**src/rtl/paddle_motion_ctrl.sv**
```systemverilog
// Rate-limited paddle mover: accelerates through a table of speed levels while a
// direction (manual buttons or AI target row) stays valid, and clamps to the screen.
module paddle_motion_ctrl #(
  parameter int V_VIDEO     = 480,
  parameter int PDL_HEIGHT  = 96,
  parameter int START_X     = 24,
  parameter int CLK_HZ      = 25_175_000,
  parameter int MIN_SPEED   = 300,
  parameter int SPEED_INC   = 200,
  parameter int ACCEL_STEPS = 4,
  parameter int STEP_PIXELS = 16,
  parameter int AI_DEADBAND = 2
) (
  input  logic       clk_0,
  input  logic       rst,
  input  logic       reset_game,
  input  logic [1:0] mode,
  input  logic       move_up,
  input  logic       move_down,
  input  logic [9:0] ai_target,
  output logic [9:0] x_pos,
  output logic [9:0] y_pos,
  output logic [2:0] speed_lvl,
  output logic       moving,
  output logic       at_top,
  output logic       at_bottom
);

  localparam int         Y_MAX_I = V_VIDEO - PDL_HEIGHT;
  localparam logic [9:0] Y_MAX   = 10'(Y_MAX_I);
  localparam logic [9:0] CENTRE  = 10'(Y_MAX_I / 2);
  localparam int         PIX_W   = $clog2(STEP_PIXELS + 1);
  localparam logic [2:0] LVL_TOP = 3'(ACCEL_STEPS - 1);

  typedef enum logic [1:0] {DIR_NONE = 2'd0, DIR_UP = 2'd1, DIR_DOWN = 2'd2} dir_t;
  typedef enum logic       {ST_IDLE = 1'b0, ST_RUN = 1'b1} state_t;

  // Cycles per pixel at speed level k; evaluated only with constant arguments.
  function automatic logic [19:0] per_fn(input int k);
    per_fn = 20'(CLK_HZ / (MIN_SPEED + k * SPEED_INC));
  endfunction

  state_t           state_r;
  dir_t             run_dir_r;
  logic [1:0]       mode_r;
  logic [9:0]       y_r;
  logic [2:0]       lvl_r;
  logic [19:0]      presc_r;
  logic [PIX_W-1:0] pix_r;
  logic             moving_r;
  logic             at_top_r;
  logic             at_bottom_r;

  dir_t             dir_s;
  logic [9:0]       tgt_s;
  logic             go_s;
  logic [19:0]      per_s;
  logic [9:0]       y_step_s;
  logic             lands_s;
  logic [PIX_W-1:0] pix_inc_s;

  assign x_pos     = 10'(START_X);
  assign y_pos     = y_r;
  assign speed_lvl = lvl_r;
  assign moving    = moving_r;
  assign at_top    = at_top_r;
  assign at_bottom = at_bottom_r;

  // AI target clamped into the reachable range.
  always_comb begin
    tgt_s = ai_target;
    if (ai_target > Y_MAX) begin
      tgt_s = Y_MAX;
    end else begin
      tgt_s = ai_target;
    end
  end

  // Requested direction for this cycle; 11-bit compares avoid wrap near the top of range.
  always_comb begin
    dir_s = DIR_NONE;
    case (mode)
      2'b10: begin
        if (move_up && !move_down) begin
          dir_s = DIR_UP;
        end else if (move_down && !move_up) begin
          dir_s = DIR_DOWN;
        end else begin
          dir_s = DIR_NONE;
        end
      end
      2'b01: begin
        if ({1'b0, y_r} > ({1'b0, tgt_s} + 11'(AI_DEADBAND))) begin
          dir_s = DIR_UP;
        end else if ({1'b0, tgt_s} > ({1'b0, y_r} + 11'(AI_DEADBAND))) begin
          dir_s = DIR_DOWN;
        end else begin
          dir_s = DIR_NONE;
        end
      end
      default: dir_s = DIR_NONE;
    endcase
  end

  // A direction is actionable only if the paddle is not already pinned against that limit.
  always_comb begin
    go_s = 1'b0;
    if (dir_s == DIR_UP) begin
      go_s = (y_r != 10'd0);
    end else if (dir_s == DIR_DOWN) begin
      go_s = (y_r != Y_MAX);
    end else begin
      go_s = 1'b0;
    end
  end

  // Period for the current speed level.
  always_comb begin
    per_s = per_fn(0);
    case (lvl_r)
      3'd0:    per_s = per_fn(0);
      3'd1:    per_s = per_fn(1);
      3'd2:    per_s = per_fn(2);
      3'd3:    per_s = per_fn(3);
      3'd4:    per_s = per_fn(4);
      3'd5:    per_s = per_fn(5);
      3'd6:    per_s = per_fn(6);
      3'd7:    per_s = per_fn(7);
      default: per_s = per_fn(0);
    endcase
  end

  // Candidate position after one step in the travel direction and whether it hits a limit.
  always_comb begin
    y_step_s  = y_r;
    lands_s   = 1'b0;
    pix_inc_s = pix_r + {{(PIX_W-1){1'b0}}, 1'b1};
    if (run_dir_r == DIR_UP) begin
      y_step_s = y_r - 10'd1;
      lands_s  = (y_step_s == 10'd0);
    end else begin
      y_step_s = y_r + 10'd1;
      lands_s  = (y_step_s == Y_MAX);
    end
  end

  // Motion FSM with registered position, speed level and status flags.
  always_ff @(posedge clk_0) begin
    if (!rst || reset_game) begin
      state_r     <= ST_IDLE;
      run_dir_r   <= DIR_NONE;
      mode_r      <= mode;
      y_r         <= CENTRE;
      lvl_r       <= 3'd0;
      presc_r     <= 20'd0;
      pix_r       <= '0;
      moving_r    <= 1'b0;
      at_top_r    <= (CENTRE == 10'd0);
      at_bottom_r <= (CENTRE == Y_MAX);
    end else begin
      mode_r <= mode;
      if (mode != mode_r) begin
        // A mode switch always restarts from rest so the new source begins at level 0.
        state_r  <= ST_IDLE;
        lvl_r    <= 3'd0;
        presc_r  <= 20'd0;
        pix_r    <= '0;
        moving_r <= 1'b0;
      end else begin
        case (state_r)
          ST_IDLE: begin
            if (go_s) begin
              // The entry edge already counts as prescaler tick 0.
              state_r   <= ST_RUN;
              run_dir_r <= dir_s;
              presc_r   <= 20'd1;
              moving_r  <= 1'b1;
            end else begin
              lvl_r    <= 3'd0;
              presc_r  <= 20'd0;
              pix_r    <= '0;
              moving_r <= 1'b0;
            end
          end
          ST_RUN: begin
            if (!go_s) begin
              state_r  <= ST_IDLE;
              lvl_r    <= 3'd0;
              presc_r  <= 20'd0;
              pix_r    <= '0;
              moving_r <= 1'b0;
            end else if (dir_s != run_dir_r) begin
              run_dir_r <= dir_s;
              lvl_r     <= 3'd0;
              presc_r   <= 20'd0;
              pix_r     <= '0;
              moving_r  <= 1'b1;
            end else if (presc_r == (per_s - 20'd1)) begin
              y_r         <= y_step_s;
              presc_r     <= 20'd0;
              at_top_r    <= (y_step_s == 10'd0);
              at_bottom_r <= (y_step_s == Y_MAX);
              if (lands_s) begin
                state_r  <= ST_IDLE;
                lvl_r    <= 3'd0;
                pix_r    <= '0;
                moving_r <= 1'b0;
              end else if (pix_inc_s == PIX_W'(STEP_PIXELS)) begin
                pix_r    <= '0;
                moving_r <= 1'b1;
                if (lvl_r < LVL_TOP) begin
                  lvl_r <= lvl_r + 3'd1;
                end else begin
                  lvl_r <= lvl_r;
                end
              end else begin
                pix_r    <= pix_inc_s;
                moving_r <= 1'b1;
              end
            end else begin
              presc_r  <= presc_r + 20'd1;
              moving_r <= 1'b1;
            end
          end
          default: begin
            state_r  <= ST_IDLE;
            lvl_r    <= 3'd0;
            presc_r  <= 20'd0;
            pix_r    <= '0;
            moving_r <= 1'b0;
          end
        endcase
      end
    end
  end

endmodule
```
**config.mk**
```make
export PLATFORM = sky130hd
export DESIGN_NAME = paddle_motion_ctrl
export DESIGN_NICKNAME = d
export VERILOG_FILES = /design/src/rtl/paddle_motion_ctrl.sv
export SDC_FILE = /design/constraint.sdc
export NUM_CORES = 1
export LEC_CHECK = 0
export CORE_ASPECT_RATIO = 2
export CORE_MARGIN = 2
export CORE_UTILIZATION = 45
export DETAILED_ROUTE_END_ITERATION = 10
export PLACE_DENSITY_LB_ADDON = 0.2
export SYNTH_ARGS = -nofsm -noshare
export SYNTH_HDL_FRONTEND = slang
export SYNTH_SLANG_ARGS = --single-unit
export TNS_END_PERCENT = 5
```
**constraint.sdc**
```tcl
create_clock -name clk_0 -period 14.7 [get_ports clk_0]
set_input_delay 2.205 -clock clk_0 [delete_from_list [all_inputs] [get_ports clk_0]]
set_output_delay 2.205 -clock clk_0 [all_outputs]
set_load 0.02 [all_outputs]
```
### After elaboration in Yosys (flattened, before gate mapping)

Memories as Yosys holds them, arrays and structs flattened. A register that Yosys moved wholly into a read port is not among the register bits.
Cells that the tools add are included.

| word-level totals | value |
|---|---|
| register bits | 45 |
| bits in read-only memories | 136 |
| bits of input ports | 17 |
| output and inout port bits | 26 |
| logic and storage cells | 100 |
| memories | 1 |

| cells by class | value |
|---|---|
| $add $sub $neg | 8 |
| order comparisons | 4 |
| eq/ne operators | 19 |
| muxes and demuxes | 42 |
| bitwise operators | 3 |
| reduce and logical (&&, ||, !) cells | 14 |

Memories:

| name | words | width | read ports | clocked after memory_dff | write ports | line | text |
|---|---|---|---|---|---|---|---|
| (no name shown) | 8 | 17 | 1 | 1 | 0 | 120 | `case (lvl_r)` |

Operator list:

| operator | number |
|---|---|
| two-way mux 20 bit | 3 |
| one-hot mux 20 bit (2 select lines) | 1 |
| two-way mux 5 bit | 6 |
| two-way mux 3 bit | 9 |
| adder 10 x 2 -> 11 bit, second input constant | 2 |
| greater-than comparator 10 x 11 -> 1 bit | 2 |
| adder 20 x 1 -> 20 bit, second input constant | 1 |
| equality test 10 x 9 -> 1 bit, second input constant | 2 |
| equality test 20 bit | 1 |
| logical NOT 10 bit | 2 |
| two-way mux 10 bit | 2 |
| subtractor 20 x 1 -> 20 bit, second input constant | 1 |
| two-way mux 2 bit | 7 |
| adder 10 x 1 -> 10 bit, second input constant | 1 |
| greater-than comparator 10 x 9 -> 1 bit, second input constant | 1 |
| inequality test 10 x 9 -> 1 bit, second input constant | 1 |
| inequality test 5 x 2 -> 1 bit, second input constant | 2 |
| one-hot mux 5 bit (2 select lines) | 1 |
| nonzero test 10 bit | 1 |
| subtractor 10 x 1 -> 10 bit, second input constant | 1 |
| two-way mux 1 bit | 9 |
| one-hot mux 2 bit (2 select lines) | 2 |
| AND reduction 4 bit | 2 |
| equality test 2 x 1 -> 1 bit, second input constant | 3 |
| other kinds (18) | 27 |

### Depth between registers and ports, before layout

| depth | value |
|---|---|
| depth in word-level cells | 13 |
| gate-level depth with buffers | 23 |
| depth with buffers taken out | 23 |

### Worst setup path before layout

OpenSTA, ideal clock, no wires.

| timing | value |
|---|---|
| path type | input port to flip-flop |
| start point | in ai_target[3] |
| end point | reg per_s[6] (netlist name) |
| library setup time | 0.074 ns |
| data arrival time | 6.577 ns |
| data required time | 14.626 ns |
| path slack | 8.049 ns |
| cell stages on the path | 22 |
| buffers on the path | 0 |
| cells stage by stage | nor4_1 > nand2_1 > a31oi_1 > and2_1 > ha_1 > and3_1 > nand3_1 > xor2_1 > ha_1 > and3_1 > nand3_1 > a31o_2 > a21o_1 > or3_1 > mux2i_1 > nor2_1 > a311o_1 > nor2_1 > inv_1 > ha_1 > and2_1 > a31oi_1 |

| on the way | value |
|---|---|
| longest elaborated chain between the ends | 13 |
| elaborated cells between the ends (all ways) | 23 |

Ends and longest elaborated chain:

| element | line | text |
|---|---|---|
| from (decl) | 20 | `input logic [9:0] ai_target,` |
| greater-than comparator 10 x 9 -> 1 bit | 72 | `if (ai_target > Y_MAX) begin` |
| two-way mux 10 bit * | 72 |  |
| adder 10 x 2 -> 11 bit or greater-than comparator 10 x 11 -> 1 bit (tied branches) | 93, 95 |  |
| greater-than comparator 10 x 11 -> 1 bit or two-way mux 2 bit (tied branches) | 93, 95 |  |
| two-way mux 2 bit * | 93 | `if ({1'b0, y_r} > ({1'b0, tgt_s} + 11'(AI_DEADBAND))) begin` |
| one-hot mux 2 bit (2 select lines) * | 82 | `case (mode)` |
| equality test 2 bit | 110 | `end else if (dir_s == DIR_DOWN) begin` |
| two-way mux 1 bit | 110 |  |
| two-way mux 1 bit | 108 | `if (dir_s == DIR_UP) begin` |
| inequality test 5 x 2 -> 1 bit (no source line) (tied with other cells) | - |  |
| AND reduction 4 bit (no source line) or one-hot mux 3 bit (2 select lines) (tied branches) | - |  |
| two-way mux 3 bit (no source line) * (2 in a row) | - |  |

Mark *: on every way between the ends. The rest lies on a longest branch, timed or not.
A chain may end at the register's enable or synchronous reset.

### Worst setup path in the final report

| timing | value |
|---|---|
| start point | in ai_target[4] |
| end point | reg per_s[6] (netlist name) |

| on the way | value |
|---|---|
| longest elaborated chain between the ends | 13 |
| elaborated cells between the ends (all ways) | 23 |

Ends and longest elaborated chain:

| element | line |
|---|---|
| greater-than comparator 10 x 9 -> 1 bit | 72 |
| two-way mux 10 bit * | 72 |
| adder 10 x 2 -> 11 bit or greater-than comparator 10 x 11 -> 1 bit (tied branches) | 93, 95 |
| greater-than comparator 10 x 11 -> 1 bit or two-way mux 2 bit (tied branches) | 93, 95 |
| two-way mux 2 bit * | 93 |
| one-hot mux 2 bit (2 select lines) * | 82 |
| equality test 2 bit | 110 |
| two-way mux 1 bit | 110 |
| two-way mux 1 bit | 108 |
| inequality test 5 x 2 -> 1 bit (no source line) (tied with other cells) | - |
| AND reduction 4 bit (no source line) or one-hot mux 3 bit (2 select lines) (tied branches) | - |
| two-way mux 3 bit (no source line) * (2 in a row) | - |

Marks and branches as above.

==> summary.txt <==
Run status
  – Status: finished clean

CTS
  – Num Clock Sinks: 62
  – Cts hold-fix bufs: 0
  – Post-CTS Setup Repair Bufs: 0
  – Cts bufs inserted: 9
  – Max Root-Sink Buffers: 2
  – Clk slew on worst S/H paths: 0.05 ns
  – H-tree levels: 3
  – Clock Root Buffer: clkbuf_16
  – Clock Latency Late Sink: 0.33 ns
  – CTS tree: done
  – Post-CTS resize count: 0

Power and ir drop
  – Leakage Power: 1.98 nW
  – VDD IR max: 0.0536 mV
  – Final Power: 413 uW
  – Power per cell area: 74.8 nW/um^2

STA
  – Tightest Pin Transition: 0.747 ns
  – Tmin final: 7.58 ns
  – Peak Freq: 0.132 GHz
  – Worst Skew: 0.00738 ns
  – Period utilization: 0.516
  – Fin. max-slew vios: 0
  – Fin. Hold Viols: 0
  – Final setup vio count: 0
  – Slew Limit Headroom: 0.502
  – Post-route setup TNS: 0 ns
  – RSZ-0062 raised after global routing: no

Global routing
  – Initial antenna violation count: 0
  – Tot GR Track Use: 0.217
  – GRT Residual Overflow: 0
  – Vias in the first global route: 4424
  – Largest net degree at the start of global routing: 20
  – First-pass GRT wire length: 20.1 mm

Routing
  – 1st-pass router iterations: 4
  – Remaining DRCs: 0
  – Routed Wire Length: 12.1 mm
  – Vias per inst: 5.68
  – DR iter-0 viols: 182
  – Antenna-violating nets left: 0
  – Vias: 4400
  – Routed length per placed instance: 15.7 um

Floorplanning
  – I/O pins: 43
  – Die Wd: 77.3 um
  – Core ar.: 10500 sq um
  – Die height: 151 um
  – Starting Density: 0.462
  – Die ar.: 11600 sq um
  – Core Rows: 53

Worst hold path
  – Hold Crit Class: reg2reg

Setup path
  – End of the critical path: per_s[6]$_DFF_P_
  – WP buf/inv: 2
  – Critical path class: in2reg
  – Cell-by-cell trace of the critical path: clkdlybuf4s50_1 > nor4_1 > nand2_1 > a31oi_1 > and2_1 > ha_1 > and3_1 > nand3_1 > xor2_1 > ha_1 > nand3_1 > o41ai_1 > and2_1 > a211oi_1 > a311oi_1 > or2b_1 > nor2_1 > a311o_1 > nor2_1 > inv_1 > ha_1 > and2_1 > a31oi_1
  – RR Startpoint: y_pos[5]$_SDFFE_PP0P_
  – Critical Path RT: 14.95 ns
  – Startpoint Class: input port
  – Critical Path Sink Type: flop
  – Worst R2R Setup Slack: 9.86 ns
  – Crit-path slowest cell: a311oi_1
  – Worst Setup SP: ai_target[4]
  – Levels on crit path: 23
  – CP peak stage delay: 0.49 ns
  – Cells on worst reg2reg path: 17
  – Worst R2R End: per_s[6]$_DFF_P_
  – Arrival @ worst endpoint: 7.83 ns
  – CP Max Fanout: 7
  – CP delay by family, top: simple AND/OR/NAND/NOR gates

Yosys
  – Primary FF master, synth: dfxtp_1
  – Cell taking the most area after synthesis: dfxtp_1
  – Ys async rst share: 0
  – Synth top area cells: dfxtp_1 (26%), ha_1 (10%), xnor2_1 (6.3%), nor2_1 (5.1%), xor2_1 (4.9%)
  – Mapped Area: 4840 sq um
  – Mean post-synth cell area: 7.96 sq um
  – Count of flip-flops with a built-in enable after synthesis: 0
  – Cell variety after synth: 75
  – Sequential share of the synthesized area: 0.257
  – Mapped Cells: 608
  – Synth top area share: 0.257
  – Synthesized flop and latch total: 62
  – Yosys warnings: 0

Place
  – Port buffer count: 32
  – Final GP Congestion: 0.913
  – DP Wirelength: 9.67 mm

Layout
  – Nets: 688
  – Share of layout cells above drive strength 1: 0.0659
  – Diodes inserted: 0
  – Most frequent cells in the layout: nor2_1 (66), dfxtp_1 (62), nand2_1 (48)
  – Area Growth Syn to Fin: 14.2%
  – Commonest non-fill, non-tap cell in the layout: nor2_1

Job
  – Max-cap violations: 0
==> cell families after synthesis <==
kind of cell | after synthesis | synth area share
XOR/XNOR | 62 | 0.112
flip-flops | 62 | 0.257
adder cells (fa/ha/maj) | 39 | 0.101
other | 2 | 0.00155
AND/OR/NAND/NOR | 254 | 0.278
multiplexers | 12 | 0.0264
buffers and inverters | 58 | 0.0546
AO/OA/AOI/OAI | 119 | 0.170
==> metal layers <==
layer  global-route usage  wire length (um)  up-vias
li1                     -                 -     2201
met1                0.194              4220     2097
met2                0.444              7210       70
met3               0.0312               235       32
met4                0.128               451        0
met5                    0                 0        -
==> cells in the mapped netlist, types with 3 or more instances <==
library cell and count:
o21ai_0 18, nand2_1 48, inv_1 26, dfxtp_1 62, nor3_1 12, ha_1 39, xor2_1 27, and3_1 9
and2_1 9, clkbuf_1 16, and4_1 5, or4_1 5, o31ai_1 7, buf_4 10, a21oi_1 25, nand4_1 9
o21bai_1 3, nand3_1 31, nor4_1 7, o22ai_1 5, nor2b_1 10, o21a_1 4, or3_1 10, o21ai_1 4
a211oi_1 7, nand2b_1 7, a31oi_1 11, a21o_1 7, xnor2_1 35, nand3b_1 5, nor2_1 66, mux2i_1 9
or2_2 4
==> cell type report <==
cell class | count | area, sq um
fill | 1048 | 4950
multi-input combinational | 498 | 3370
sequential | 62 | 1240
timing repair buffer | 33 | 328
clock buffer | 11 | 253
tap | 137 | 171
inverter | 28 | 105
clock inverter | 5 | 56.3
==> sequential cells by signal (all words and copies together), names as in the netlist <==
signal,count
presc_r,20
per_s,17
y_pos,10
pix_r,5
speed_lvl,3
mode_r,2
run_dir_r,2
at_bottom,1
at_top,1
moving,1
==> worst register-to-register path, stage by stage, from the launching register on <==
cell      delay (ns)
dfxtp_1         0.73
nand3_1         0.27
nor2_1          0.27
nand2_1         0.10
xor2_1          0.17
ha_1            0.31
a21o_1          0.19
a211oi_1        0.29
a21oi_1         0.15
a311oi_1        0.50
or2b_1          0.23
nor2_1          0.06
a311o_1         0.35
nor2_1          0.39
inv_1           0.16
ha_1            0.33
and2_1          0.16
a31oi_1         0.12
==> worst min path at each step <==
stage	cells past startpoint	slack [ns]	to	start
final	2	0.51	at_bottom$_SDFFE_PP0P_	at_bottom$_SDFFE_PP0P_
after global routing	2	0.54	pix_r[0]$_SDFFE_PP0P_	pix_r[0]$_SDFFE_PP0P_
after CTS	2	0.51	pix_r[0]$_SDFFE_PP0P_	pix_r[0]$_SDFFE_PP0P_
after detailed placement	2	0.50	pix_r[0]$_SDFFE_PP0P_	pix_r[0]$_SDFFE_PP0P_
after global placement	2	0.47	pix_r[0]$_SDFFE_PP0P_	pix_r[0]$_SDFFE_PP0P_
after floorplan	2	0.46	pix_r[0]$_SDFFE_PP0P_	pix_r[0]$_SDFFE_PP0P_
==> metrics by stage <==
stage | area (sq um) | worst slack (ns) | hold slack, ns | std cells | utilization
after floorplan | 4870 | 8.05 | 0.458 | 618 | -
after global placement | 5220 | 7.07 | 0.475 | 758 | 0.498
after detailed placement | 5220 | 6.86 | 0.505 | 758 | 0.498
after CTS | 5520 | 7.19 | 0.510 | 774 | 0.527
after global routing | 5520 | 6.60 | 0.539 | 774 | 0.527
final | 5520 | 7.12 | 0.505 | 774 | 0.527
==> power breakdown <==
part / switching (mW) / internal, mW
clock: 0.0753 / 0.140
sequential: 0.000546 / 0.169
combinational: 0.0161 / 0.0124
No activity file was read; power rests on OpenSTA's default activity.
